===== config.mk =====
export PLATFORM = sky130hd
export DESIGN_NAME = serial_addsub
export DESIGN_NICKNAME = d
export VERILOG_FILES = /design/src/rtl/serial_addsub_pkg.sv /design/src/rtl/serial_addsub_digit_adder.sv /design/src/rtl/serial_addsub.sv
export SDC_FILE = /design/constraint.sdc
export NUM_CORES = 1
export LEC_CHECK = 0
export BUFFER_PORTS_ARGS = -buffer_cell sky130_fd_sc_hd__buf_2
export CAP_MARGIN = 5
export CORE_AREA = 2 2 77 71
export CTS_CLUSTER_SIZE = 28
export DETAILED_ROUTE_END_ITERATION = 10
export DIE_AREA = 0 0 79 73
export PLACE_DENSITY = 0.8
export SYNTH_ARGS = -nofsm -noshare
export SYNTH_HDL_FRONTEND = slang
export SYNTH_HIERARCHICAL = 1
export SYNTH_SLANG_ARGS = --single-unit

===== constraint.sdc =====
create_clock -name clk -period 3.64 [get_ports clk]
set_input_delay 0.182 -clock clk [delete_from_list [all_inputs] [get_ports clk]]
set_output_delay 0.182 -clock clk [all_outputs]
set_load 0.03 [all_outputs]

===== src/rtl/serial_addsub_pkg.sv =====
// Shared definitions for the digit-serial adder/subtractor.
//   state_e       : controller states (IDLE, RUN, DONE)
//   MODE_ADD/SUB  : encoding of the 'sub' mode input
//   cnt_width()   : width of a counter that indexes n digits (at least 1 bit)
//   full_add()    : one-bit full-adder cell, returns {carry, sum}
package serial_addsub_pkg;

    typedef enum logic [1:0] {
        IDLE = 2'd0,
        RUN  = 2'd1,
        DONE = 2'd2
    } state_e;

    localparam logic MODE_ADD = 1'b0;
    localparam logic MODE_SUB = 1'b1;

    function automatic int cnt_width(input int n);
        return (n > 1) ? $clog2(n) : 1;
    endfunction

    function automatic logic [1:0] full_add(input logic x, input logic y, input logic ci);
        return {(x & y) | (ci & (x ^ y)), x ^ y ^ ci};
    endfunction

endpackage


===== src/rtl/serial_addsub_digit_adder.sv =====
// DIGIT-bit ripple-carry adder made of one-bit full-adder cells. Purely
// combinational.
//   x, y : DIGIT-bit addends
//   cin  : carry in
//   sum  : DIGIT-bit sum
//   cout : carry out of the top bit
module digit_adder
    import serial_addsub_pkg::*;
#(
    parameter int DIGIT = 4
) (
    input  logic [DIGIT-1:0] x,
    input  logic [DIGIT-1:0] y,
    input  logic             cin,
    output logic [DIGIT-1:0] sum,
    output logic             cout
);

    logic carry;

    always_comb begin
        sum   = '0;
        carry = cin;
        for (int i = 0; i < DIGIT; i++) begin
            {carry, sum[i]} = full_add(x[i], y[i], carry);
        end
        cout = carry;
    end

endmodule


===== src/rtl/serial_addsub.sv =====
// Digit-serial adder/subtractor: adds or subtracts two WIDTH-bit operands
// DIGIT bits per clock through one narrow carry chain.
//   clk, rst_n          : clock (rising edge), async active-low reset
//   in_valid / in_ready : operand handshake (a, b, sub)
//   out_valid/out_ready : result handshake (s, c_out, ovf)
//   s                   : sum/difference, modulo 2^WIDTH
//   c_out               : carry out of MSB (subtract: 1 = no borrow)
//   ovf                 : two's-complement signed overflow
//   dbg_state           : current controller state
//
// Handshake: a transfer happens on a rising edge where valid and ready are
// both high. in_ready is high only in IDLE; out_valid is high only in DONE,
// and s/c_out/ovf hold steady until out_ready is seen. in_valid outside
// IDLE is ignored.
module serial_addsub
    import serial_addsub_pkg::*;
#(
    parameter int WIDTH = 16,
    parameter int DIGIT = 4
) (
    input  logic             clk,
    input  logic             rst_n,
    input  logic             in_valid,
    output logic             in_ready,
    input  logic [WIDTH-1:0] a,
    input  logic [WIDTH-1:0] b,
    input  logic             sub,
    output logic             out_valid,
    input  logic             out_ready,
    output logic [WIDTH-1:0] s,
    output logic             c_out,
    output logic             ovf,
    output state_e           dbg_state
);

    if (WIDTH < 2 || DIGIT < 1 || DIGIT > WIDTH || (WIDTH % DIGIT) != 0) begin : g_param_check
        $fatal(1, "serial_addsub: need WIDTH >= 2, 1 <= DIGIT <= WIDTH, WIDTH %% DIGIT == 0");
    end

    localparam int NDIG  = WIDTH / DIGIT;
    localparam int CNT_W = cnt_width(NDIG);

    state_e             state_q, state_d;
    logic [WIDTH-1:0]   a_q, a_d;
    logic [WIDTH-1:0]   b_q, b_d;
    logic [WIDTH-1:0]   s_q, s_d;
    logic               carry_q, carry_d;
    logic [CNT_W-1:0]   cnt_q, cnt_d;
    logic               a_msb_q, a_msb_d;
    logic               b_msb_q, b_msb_d;

    logic [WIDTH-1:0]   b_eff;
    logic [DIGIT-1:0]   dig_sum;
    logic               dig_cout;

    assign b_eff = (sub == MODE_SUB) ? ~b : b;

    // Operands are shifted right each RUN cycle, so the current digit always
    // sits in the low DIGIT bits.
    digit_adder #(.DIGIT(DIGIT)) u_digit_adder (
        .x    (a_q[DIGIT-1:0]),
        .y    (b_q[DIGIT-1:0]),
        .cin  (carry_q),
        .sum  (dig_sum),
        .cout (dig_cout)
    );

    always_comb begin
        state_d   = state_q;
        a_d       = a_q;
        b_d       = b_q;
        s_d       = s_q;
        carry_d   = carry_q;
        cnt_d     = cnt_q;
        a_msb_d   = a_msb_q;
        b_msb_d   = b_msb_q;
        in_ready  = 1'b0;
        out_valid = 1'b0;

        case (state_q)
            IDLE: begin
                in_ready = 1'b1;
                if (in_valid) begin
                    a_d     = a;
                    b_d     = b_eff;
                    a_msb_d = a[WIDTH-1];
                    b_msb_d = b_eff[WIDTH-1];
                    carry_d = sub;        // +1 completes the two's complement of b
                    cnt_d   = '0;
                    state_d = RUN;
                end
            end
            RUN: begin
                a_d     = a_q >> DIGIT;
                b_d     = b_q >> DIGIT;
                // New digit enters at the top; after NDIG cycles digit 0 has
                // reached the bottom and s_q holds the full result.
                s_d     = WIDTH'({dig_sum, s_q} >> DIGIT);
                carry_d = dig_cout;
                cnt_d   = cnt_q + 1'b1;
                if (cnt_q == CNT_W'(NDIG - 1)) begin
                    state_d = DONE;
                end
            end
            DONE: begin
                out_valid = 1'b1;
                if (out_ready) begin
                    state_d = IDLE;
                end
            end
            default: state_d = IDLE;
        endcase
    end

    always_ff @(posedge clk or negedge rst_n) begin
        if (!rst_n) begin
            state_q <= IDLE;
            a_q     <= '0;
            b_q     <= '0;
            s_q     <= '0;
            carry_q <= 1'b0;
            cnt_q   <= '0;
            a_msb_q <= 1'b0;
            b_msb_q <= 1'b0;
        end else begin
            state_q <= state_d;
            a_q     <= a_d;
            b_q     <= b_d;
            s_q     <= s_d;
            carry_q <= carry_d;
            cnt_q   <= cnt_d;
            a_msb_q <= a_msb_d;
            b_msb_q <= b_msb_d;
        end
    end

    assign s         = s_q;
    assign c_out     = carry_q;
    assign ovf       = (a_msb_q == b_msb_q) && (s_q[WIDTH-1] != a_msb_q);
    assign dbg_state = state_q;

endmodule


==> qor.yml, run 1 <==
outcome:
  status: "complete, but fails checks"
  violations: "hold timing"
logic_synthesis:
  synth.avg_cell_area_um2: 9.63
  netlist.top_cell.by_area: "dfrtp_1"
  synthFlopType: "dfrtp_1"
  synth_compound_area_frac: 0.150
  synth_simple_gate_area_frac: 0.178
  synth_area_mm2: 0.00265
  synth_seq_cells: 55
  postSynthCellCount: 275
  yosysUniqueCellTypes: 27
  netlist.area_leader.share: 0.520
  synth_most_common_cell: "nand2_1"
  synthTopCellsByCount: "68 x nand2_1, 55 x dfrtp_1, 15 x nor2_1, 15 x xnor2_1, 14 x buf_2"
  yosysSeqAreaShare: 0.520
  synth_top_family_by_area: "simple AND/OR/NAND/NOR gates"
  yosys.area_share.adder: 0.0350
  synthArstFlopShare: 1.00
  synth-edff-count: 0
  synthTopCellsByArea: "dfrtp_1 52%, nand2_1 9.6%, xnor2_1 5.0%"
  synth_xor_xnor_area_share: 0.0529
  muxShareOfSynthArea: 0.00378
  yosys_warnings: 6
  syn_nets: 317
die:
  coreArea_mm2: 0.00507
  io_pins: 59
  dieArea_mm2: 0.00577
  dieWidth_um: 79
  start_util: 0.522
  rows: 25
  die_h_um: 73
timing:
  period_share: 0.631
  finalSetupTns_ps: 0
  whs_ps: -14.8
  worst_pin_slew_ps: 1090
  hold_viol_final: 9
  fmax_mhz: 435
  setup_viol: 0
  clock_skew_ps: 3.05
  slew_headroom: 0.272
  min_period_ps: 2300
  slew_viol_final: 0
  rsz0062_at_grt: "no"
  setup_slack_ps: 1340
setup_path:
  crit_type: "reg2reg"
  r2r-start: "b_q[0]"
  crit_required_ps: 3880
  worstPathArrival_ps: 2540
  rr_worst_depth: 10
  endpoint_kind: "register"
  crit_path_max_fanout: 2
  crit_start: "b_q[0]"
  start_kind: "register"
flow_run:
  max-cap-violations: 0
hold_path:
  hp-class: "in2async"
global_route:
  grt_start_max_net_pins: 56
  antenna_found_initial: 0
  grt_pass1_wl_mm: 8.75
  grt_pass1_vias: 1947
  grtUsageTotal: 0.194
  overflow: 0
placement:
  place_congestion: 0.738
  dpl.hpwl_mm: 3.59
  placedCellCount: 382
  place_ws_ps: 1420
  port_buffers: 58
layout:
  final.fill_count: 465
  final_util: 0.594
  syn_to_final_growth_pct: 13.8
  layout.nets: 364
  fin_cells: 389
  multi_input_area_mm2: 0.00111
  antenna-diode-count: 0
  area.sequential_mm2: 0.00138
  layout-drive-gt1-share: 0.233
detailed_routing:
  detail_route.iter0.violations: 74
  wl_mm: 5.28
  viasPerCell: 5.29
  vias: 2058
  dr.pass1.iters: 4
  drc: 0
  drtAntennaViolNets: 0
  detail_route.wl_per_cell_um: 13.6
pwr:
  p_sw_frac: 0.446
  p_int_mw: 1.41
  pwr-share-comb: 0.445
  power_mw: 2.55
  max-vdd-ir-drop_v: 0.000407
  clockPowerShare: 0.131
  power-per-cell-area_mw_per_mm2: 848
  p_leak_nw: 1.54
  p_seq_frac: 0.424
  p_switching_mw: 1.14
clock_tree:
  cts_buffers: 5
  hold_buffers: 0
  cts.clk_slew.worst_paths_ps: 90
  clkLatencyLatePin_ps: 300
  clock_sinks: 55
  clockBufferDepth: 2
  post-cts-setup-buffers: 0
  h-tree-depth: 2
  cts_tree: "built"
  cts_root_buf: "clkbuf_8"
  cts_resized: 0
layout by cell type, fill, tap and decap left out, types with 2 or more instances in the layout:
cell type / netlist / final
buf_2: 14 / 58
a22oi_1: 13 / 13
a21oi_1: 12 / 12
o21ai_1: 4 / 4
nand2_1: 68 / 68
a221o_2: 7 / 7
nand3_1: 8 / 8
nor2_1: 15 / 15
clkbuf_8: 0 / 6
xnor2_1: 15 / 15
o21ai_0: 13 / 13
inv_1: 12 / 12
fa_1: 4 / 4
a22o_1: 2 / 2
nor2b_1: 12 / 11
and2b_1: 3 / 3
buf_4: 0 / 2
a221o_1: 5 / 5
dfrtp_1: 55 / 55
layer usage:
layer / global-route usage / up-vias / wire length, µm
met3: 0.0384 / 9 / 280
met4: 0.0747 / 0 / 89
met1: 0.260 / 982 / 2330
li1: - / 1003 / -
met5: 0 / - / 0
met2: 0.316 / 64 / 2590
cell type report:
cell class | count | share of cell area
Timing Repair Buffer | 60 | 0.101
Tap cell | 67 | 0.0278
Multi-Input combinational cell | 188 | 0.370
Clock buffer | 6 | 0.0274
Clock inverter | 1 | 0.00166
Sequential cell | 55 | 0.457
Inverter | 12 | 0.0150
stage by stage:
stage | hold slack, ps | cell area, µm²
5_1_grt | 60.0 | 3010
4_1_cts | 22.6 | 3010
2_1_floorplan | -114 | 2650
3_3_place_gp | 345 | 2920
6_report | -14.8 | 3010
3_5_place_dp | 353 | 2920
critical path, stage by stage, from the launching register on:
cell     delay, ps
dfrtp_1        390
inv_1           90
fa_1           180
inv_1           50
fa_1           400
fa_1           410
inv_1          100
fa_1           430
inv_1           60
nand2_1         50
nand2_1         80
cell families (layout without fill, tap and decap cells):
logic type,count (synthesis),after routing
flops,55,55
xor+xnor,16,16
simple gates,109,109
compound gates,57,57
buf+inv,32,79
fa+ha+maj,5,5
mux,1,1
final timing paths:
path	endpoint	slack, ps
worst max-delay path	s[15]	1340
worst min-delay path	s[6]	-10
worst max register to register	s[15]	1340
worst min register to register	s[0]	480
max in group asynchronous	b_q[6]	3190
min in group clk	a_q[13]	60
power groups by stage:
stage / clock, mW / combinational (mW) / sequential (mW)
after floorplan: 0 / 0.782 / 1.18
after global placement: 0 / 1.11 / 1.08
after detailed placement: 0 / 1.14 / 1.09
after CTS: 0.343 / 1.15 / 1.08
after global routing: 0.366 / 1.28 / 1.12
final: 0.335 / 1.14 / 1.08
state kept, by name (all words and copies together) (netlist names):
name / flops
a_msb_q: 1
a_q: 16
b_msb_q: 1
b_q: 16
c_out: 1
cnt_q: 2
dbg_state: 2
s: 16
Note: power is estimated with default switching activity, not from simulation.
==> run 2: changes to the inputs <==
CORE_AREA = 2 2 82 76   (was 2 2 77 71)
DIE_AREA = 0 0 84 78   (was 0 0 79 73)
PLACE_DENSITY = 0.74   (was 0.8)
clock period = 2 ns   (was 3.64 ns; I/O delays follow)
==> run 2 against run 1 <==
  * The flow finishes with violations (setup timing)
  * Register-to-register slack got worse by 1400 ps
  * Total power rose by 89%
  * Global-route usage fell by 2.4 points
  * Highest routed layer unchanged
==> qor.yml, run 2 (synthesis results as in run 1) <==
timing:
  slew_headroom: 0.478  # +0.206
  hold_viol_final: 0  # -9
  min_period_ps: 2030  # -268 ps
  fmax_mhz: 493  # +13%
  period_share: 1.01  # +0.383
  rsz0062_at_grt: "yes"
  worst_pin_slew_ps: 783  # -307 ps
  setup_viol: 1  # +1
  slew_viol_final: 0  # unchanged
  setup_slack_ps: -28.9  # -1370 ps
  clock_skew_ps: 11.1  # +8.01 ps
setup_path:
  endpoint_kind: "register"
  crit_chain: "inv_2 -> fa_1 -> inv_1 -> fa_2 -> fa_2 -> inv_2 -> fa_1 -> inv_1 -> nand2_1 -> nand2_1"
  crit_path_max_fanout: 2  # unchanged
  crit_type: "reg2reg"
  start_kind: "register"
  cp_slowest_cell: "dfrtp_2"
  crit_buf_inv: 4  # unchanged
  cp_top_family: "adder cells"
  cp_slowest_stage_delay_ps: 420  # about the same
  worstPathArrival_ps: 2280  # -260 ps
  crit_required_ps: 2250  # -1630 ps
clock_tree:
  cts.clk_slew.worst_paths_ps: 100  # about the same
  cts_root_buf: "clkbuf_8"
  cts_tree: "built"
  h-tree-depth: 2  # unchanged
  cts_buffers: 5  # unchanged
  clock_sinks: 55  # unchanged
  clockBufferDepth: 2  # unchanged
  clkLatencyLatePin_ps: 310  # about the same
placement:
  placedCellCount: 394  # +3.1%
  place_congestion: 0.765  # +3.6%
  dpl.hpwl_mm: 3.71  # +3.3%
  port_buffers: 58  # unchanged
  place_area_mm2: 0.00300  # +2.7%
detailed_routing:
  detail_route.iter0.violations: 102  # +38%
  dr.pass1.iters: 4  # unchanged
  drtAntennaViolNets: 0  # unchanged
  viasPerCell: 5.10  # -3.7%
  drc: 0  # unchanged
  detail_route.wl_per_cell_um: 13.0  # -4.4%
  wl_mm: 5.31  # +0.51%
  vias: 2084  # +1.3%
global_route:
  overflow: 0  # unchanged
  grtUsageTotal: 0.170  # -0.0241
  grt_pass1_vias: 1926  # -1.1%
  grt_start_max_net_pins: 31  # -45%
  antenna_found_initial: 0  # unchanged
  grt_pass1_wl_mm: 8.98  # +2.6%
pwr:
  p_leak_nw: 1.61  # +4.6%
  power_mw: 4.82  # +89%
  power-per-cell-area_mw_per_mm2: 1520  # +79%
  max-vdd-ir-drop_v: 0.000905  # +120%
layout:
  layout_common_cells: "68 x nand2_1, 58 x buf_2, 54 x dfrtp_1"
  layout.nets: 380  # +4.4%
  syn_to_final_growth_pct: 19.6
  antenna-diode-count: 0  # unchanged
  post-route-cell-area_mm2: 0.00317  # +5.1%
  fin_cells: 409  # +5.1%
  final_common_cell: "nand2_1"
  layout-drive-gt1-share: 0.277  # +0.0444
die:
  coreArea_mm2: 0.00563  # +11%
  dieWidth_um: 84  # +6.3%
  dieArea_mm2: 0.00655  # +14%
  rows: 26  # +4.0%
  die_h_um: 78  # +6.8%
  io_pins: 59  # unchanged
  start_util: 0.470  # -0.0520
flow_run:
  max-cap-violations: 0  # unchanged
hold_path:
  hp-class: "in2reg"
outcome:
  status: "complete, but fails checks"
  violations: "setup timing"
run 2: report_power, final:
group	leakage, nW	internal [mW]	switching [mW]
clock	0.0474	0.283	0.366
combinational	0.853	0.849	1.44
sequential	0.709	1.57	0.307
run 2: area by class of cell:
class / count / area [µm²]
clock inverter: 2 / 16.3
clock buffer: 6 / 82.6
inverter: 12 / 45.0
timing repair buffer: 76 / 438
multi-input combinational: 188 / 1120
fill: 500 / 2460
tap: 70 / 87.6
sequential: 55 / 1380
run 2: final timing paths:
| check | depth (start not counted) | to | startpoint | slack, ps |
|---|---|---|---|---|
| worst max-delay path | 10 | s[15] | c_out | -30 |
| worst min-delay path | 3 | b_q[13] | b[13] | 50 |
| worst max register to register | 10 | s[15] | c_out | -30 |
| worst min register to register | 2 | s[0] | s[0] | 480 |
| max in group asynchronous | 3 | b_q[0] | rst_n | 1120 |
| min in group asynchronous | 2 | b_q[1] | rst_n | 220 |
run 2: stage by stage:
stage | TNS [ps] | setup slack (ps) | utilization | hold WS, ps
final | -28.9 | -28.9 | 0.562 | 48.6
after global routing | -156 | -106 | 0.562 | 42.4
after CTS | -37.6 | -37.6 | 0.562 | 42.7
after detailed placement | -19.6 | -19.6 | 0.533 | 40.8
after global placement | 0 | 21.6 | 0.533 | 45.9
after floorplan | -33.3 | -33.3 | - | -196
run 2: per-layer routing:
layer / global-route usage / vias to the layer above / wire length, µm
met5: 0 / - / 0
met4: 0.0613 / 0 / 95
met3: 0.0383 / 9 / 345
met2: 0.258 / 70 / 2410
met1: 0.242 / 971 / 2460
li1: - / 1034 / -
run 2: worst min-delay path, delay by kind of cell:
family	cells	cell delay (ps)
AO/OA/AOI/OAI	1	50
XOR/XNOR	1	100
buffers and inverters	1	80
run 2: repair_timing:
action                                  in CTS  in global routing
gates resized for setup                      2                  0
buffers inserted                             2                  0
hold buffers                                 5                  0
hold endpoints to repair                    18                  0
endpoints found under the setup margin       1                  2
pin swaps                                    0                  0
==> run 3: changes to the inputs <==
CORE_AREA = 2 2 77 72   (was 2 2 82 76)
DIE_AREA = 0 0 79 74   (was 0 0 84 78)
PLACE_DENSITY = 0.79   (was 0.74)
SETUP_SLACK_MARGIN = 0.15   (was default)
clock period = 2.1 ns   (was 2 ns; I/O delays follow)
==> run 3 against run 2 <==
  * The run now ends clean
  * Register-to-register slack gained 40 ps
  * Worst hold slack better by 13 ps
  * Clock skew decreased by 3.6 ps
  * Total power shrank 1.3%
  * Critical path depth did not move
  * Combinational power fell by 2%
  * Worst setup slack gained 40 ps
  * Via count grew 1.2%
  * Critical path type unchanged
  * Largest cell class unchanged
  * Largest power group unchanged
==> qor.yml, run 3 (synthesis results as in run 1) <==
clock_tree:
  clockBufferDepth: 2  # unchanged
  h-tree-depth: 2  # unchanged
  cts_buffers: 5  # unchanged
  cts_tree: "built"
  cts.clk_slew.worst_paths_ps: 90  # about the same
  clock_sinks: 55  # unchanged
  cts_root_buf: "clkbuf_8"
  clkLatencyLatePin_ps: 310  # about the same
timing:
  setup_viol: 0  # -1
  rsz0062_at_grt: "yes"
  period_share: 0.995  # -0.0200
  min_period_ps: 2090  # +59.5 ps
  slew_headroom: 0.526  # +0.0481
  clock_skew_ps: 7.43  # -3.63 ps
  worst_pin_slew_ps: 711  # -72.2 ps
  hold_viol_final: 0  # unchanged
  setup_slack_ps: 11.5  # +40.5 ps
  fmax_mhz: 479  # -2.9%
  slew_viol_final: 0  # unchanged
  finalSetupTns_ps: 0  # +28.9 ps
  whs_ps: 61.8  # +13.2 ps
layout:
  final.fill_count: 442  # -12%
  final_common_cell: "nand2_1"
  fin_cells: 409  # unchanged
  layout.nets: 383  # +0.79%
  final_util: 0.632  # +0.0696
  layout_common_cells: "68 x nand2_1, 58 x buf_2, 54 x dfrtp_1"
  antenna-diode-count: 0  # unchanged
  post-route-cell-area_mm2: 0.00320  # +1.2%
  area.sequential_mm2: 0.00138  # unchanged
  layout-drive-gt1-share: 0.284  # +0.00634
  multi_input_area_mm2: 0.00112  # unchanged
  syn_to_final_growth_pct: 21.0
setup_path:
  rr_worst_depth: 10  # unchanged
  endpoint_kind: "register"
  r2r-end: "s[15]"
  start_kind: "register"
  r2r-start: "b_q[0]"
  crit_path_max_fanout: 2  # unchanged
  worstPathArrival_ps: 2350  # +70 ps
  crit_type: "reg2reg"
  reg2reg_slack_ps: 10  # +40 ps
  crit_required_ps: 2360  # +110 ps
placement:
  placedCellCount: 392  # -0.51%
  place_area_mm2: 0.00301  # +0.12%
  place_ws_ps: 49.6  # +69.2 ps
  dpl.hpwl_mm: 3.82  # +3.0%
  port_buffers: 58  # unchanged
  place_congestion: 0.760  # -0.63%
hold_path:
  whs_endpoint: "b_q[12]"
  worstHoldStart: "b[12]"
  holdPathStages: 3  # unchanged
  hp-class: "in2reg"
die:
  dieWidth_um: 79  # -6.0%
  coreArea_mm2: 0.00507  # -10%
  start_util: 0.522  # +0.0520
  die_h_um: 74  # -5.1%
  io_pins: 59  # unchanged
  dieArea_mm2: 0.00585  # -11%
  rows: 25  # -3.8%
pwr:
  p_leak_nw: 1.64  # +1.6%
  power_mw: 4.75  # -1.3%
  power-per-cell-area_mw_per_mm2: 1480  # -2.5%
  max-vdd-ir-drop_v: 0.000775  # -14%
detailed_routing:
  detail_route.iter0.violations: 144  # +41%
  viasPerCell: 5.15  # +1.2%
  detail_route.wl_per_cell_um: 13.8  # +6.5%
  drtAntennaViolNets: 0  # unchanged
  wl_mm: 5.65  # +6.5%
  vias: 2108  # +1.2%
  drc: 0  # unchanged
  dr.pass1.iters: 4  # unchanged
global_route:
  grtUsageMet2: 0.347  # +0.0889
  grt_pass1_wl_mm: 9.27  # +3.2%
  grtUsageTotal: 0.204  # +0.0338
  top_usage_layer: "met2"
  grt_pass1_vias: 1993  # +3.5%
  grt_use_met1: 0.266  # +0.0240
  grtUsageMet3: 0.0473  # +0.00903
  overflow: 0  # unchanged
  grt_start_max_net_pins: 33  # +6.5%
  antenna_found_initial: 0  # unchanged
flow_run:
  max-cap-violations: 0  # unchanged
outcome:
  status: "complete, no violations"
run 3: power by group:
group,switching (mW),internal [mW]
Sequential,0.294,1.49
Clock,0.343,0.386
Combinational,1.40,0.835
Total,2.04,2.72
run 3: layout make-up:
| cell class | count | share of cell area |
|---|---|---|
| Timing Repair Buffer | 79 | 0.144 |
| Multi-Input combinational cell | 188 | 0.349 |
| Inverter | 12 | 0.0141 |
| Clock buffer | 6 | 0.0258 |
| Tap cell | 67 | 0.0262 |
| Clock inverter | 2 | 0.0109 |
| Sequential cell | 55 | 0.430 |
run 3: worst max-delay path: stages (launching register included):
cell and delay [ps]:
dfrtp_1 410, inv_2 70, fa_1 180, inv_2 50, fa_2 340, fa_2 350
inv_2 60, fa_1 410, inv_1 60, nand2_1 50, nand2_1 60
run 3: repair_timing:
item | 4_1_cts | 5_1_grt
endpoints found under the setup margin | 2 | 2
gates resized for setup | 2 | 0
endpoints found under the hold margin | 34 | 0
buffers inserted | 2 | 2
hold buffers | 5 | 0
run 3: metal layers:
layer,up-vias,routed length (µm)
li1,1040,-
met1,1016,2560
met2,48,2760
met3,4,271
met4,0,57
met5,-,0
run 3: how the worst max path moves through the flow:
stage | startpoint | endpoint | slack, ps | cells past startpoint
6_report | b_q[0] | s[15] | 10 | 10
3_3_place_gp | a_q[0] | s[15] | 120 | 10
5_1_grt | b_q[0] | s[15] | -40 | 10
3_5_place_dp | b_q[0] | s[15] | 50 | 10
4_1_cts | b_q[0] | s[15] | 10 | 10
2_1_floorplan | c_out | s[15] | 70 | 10
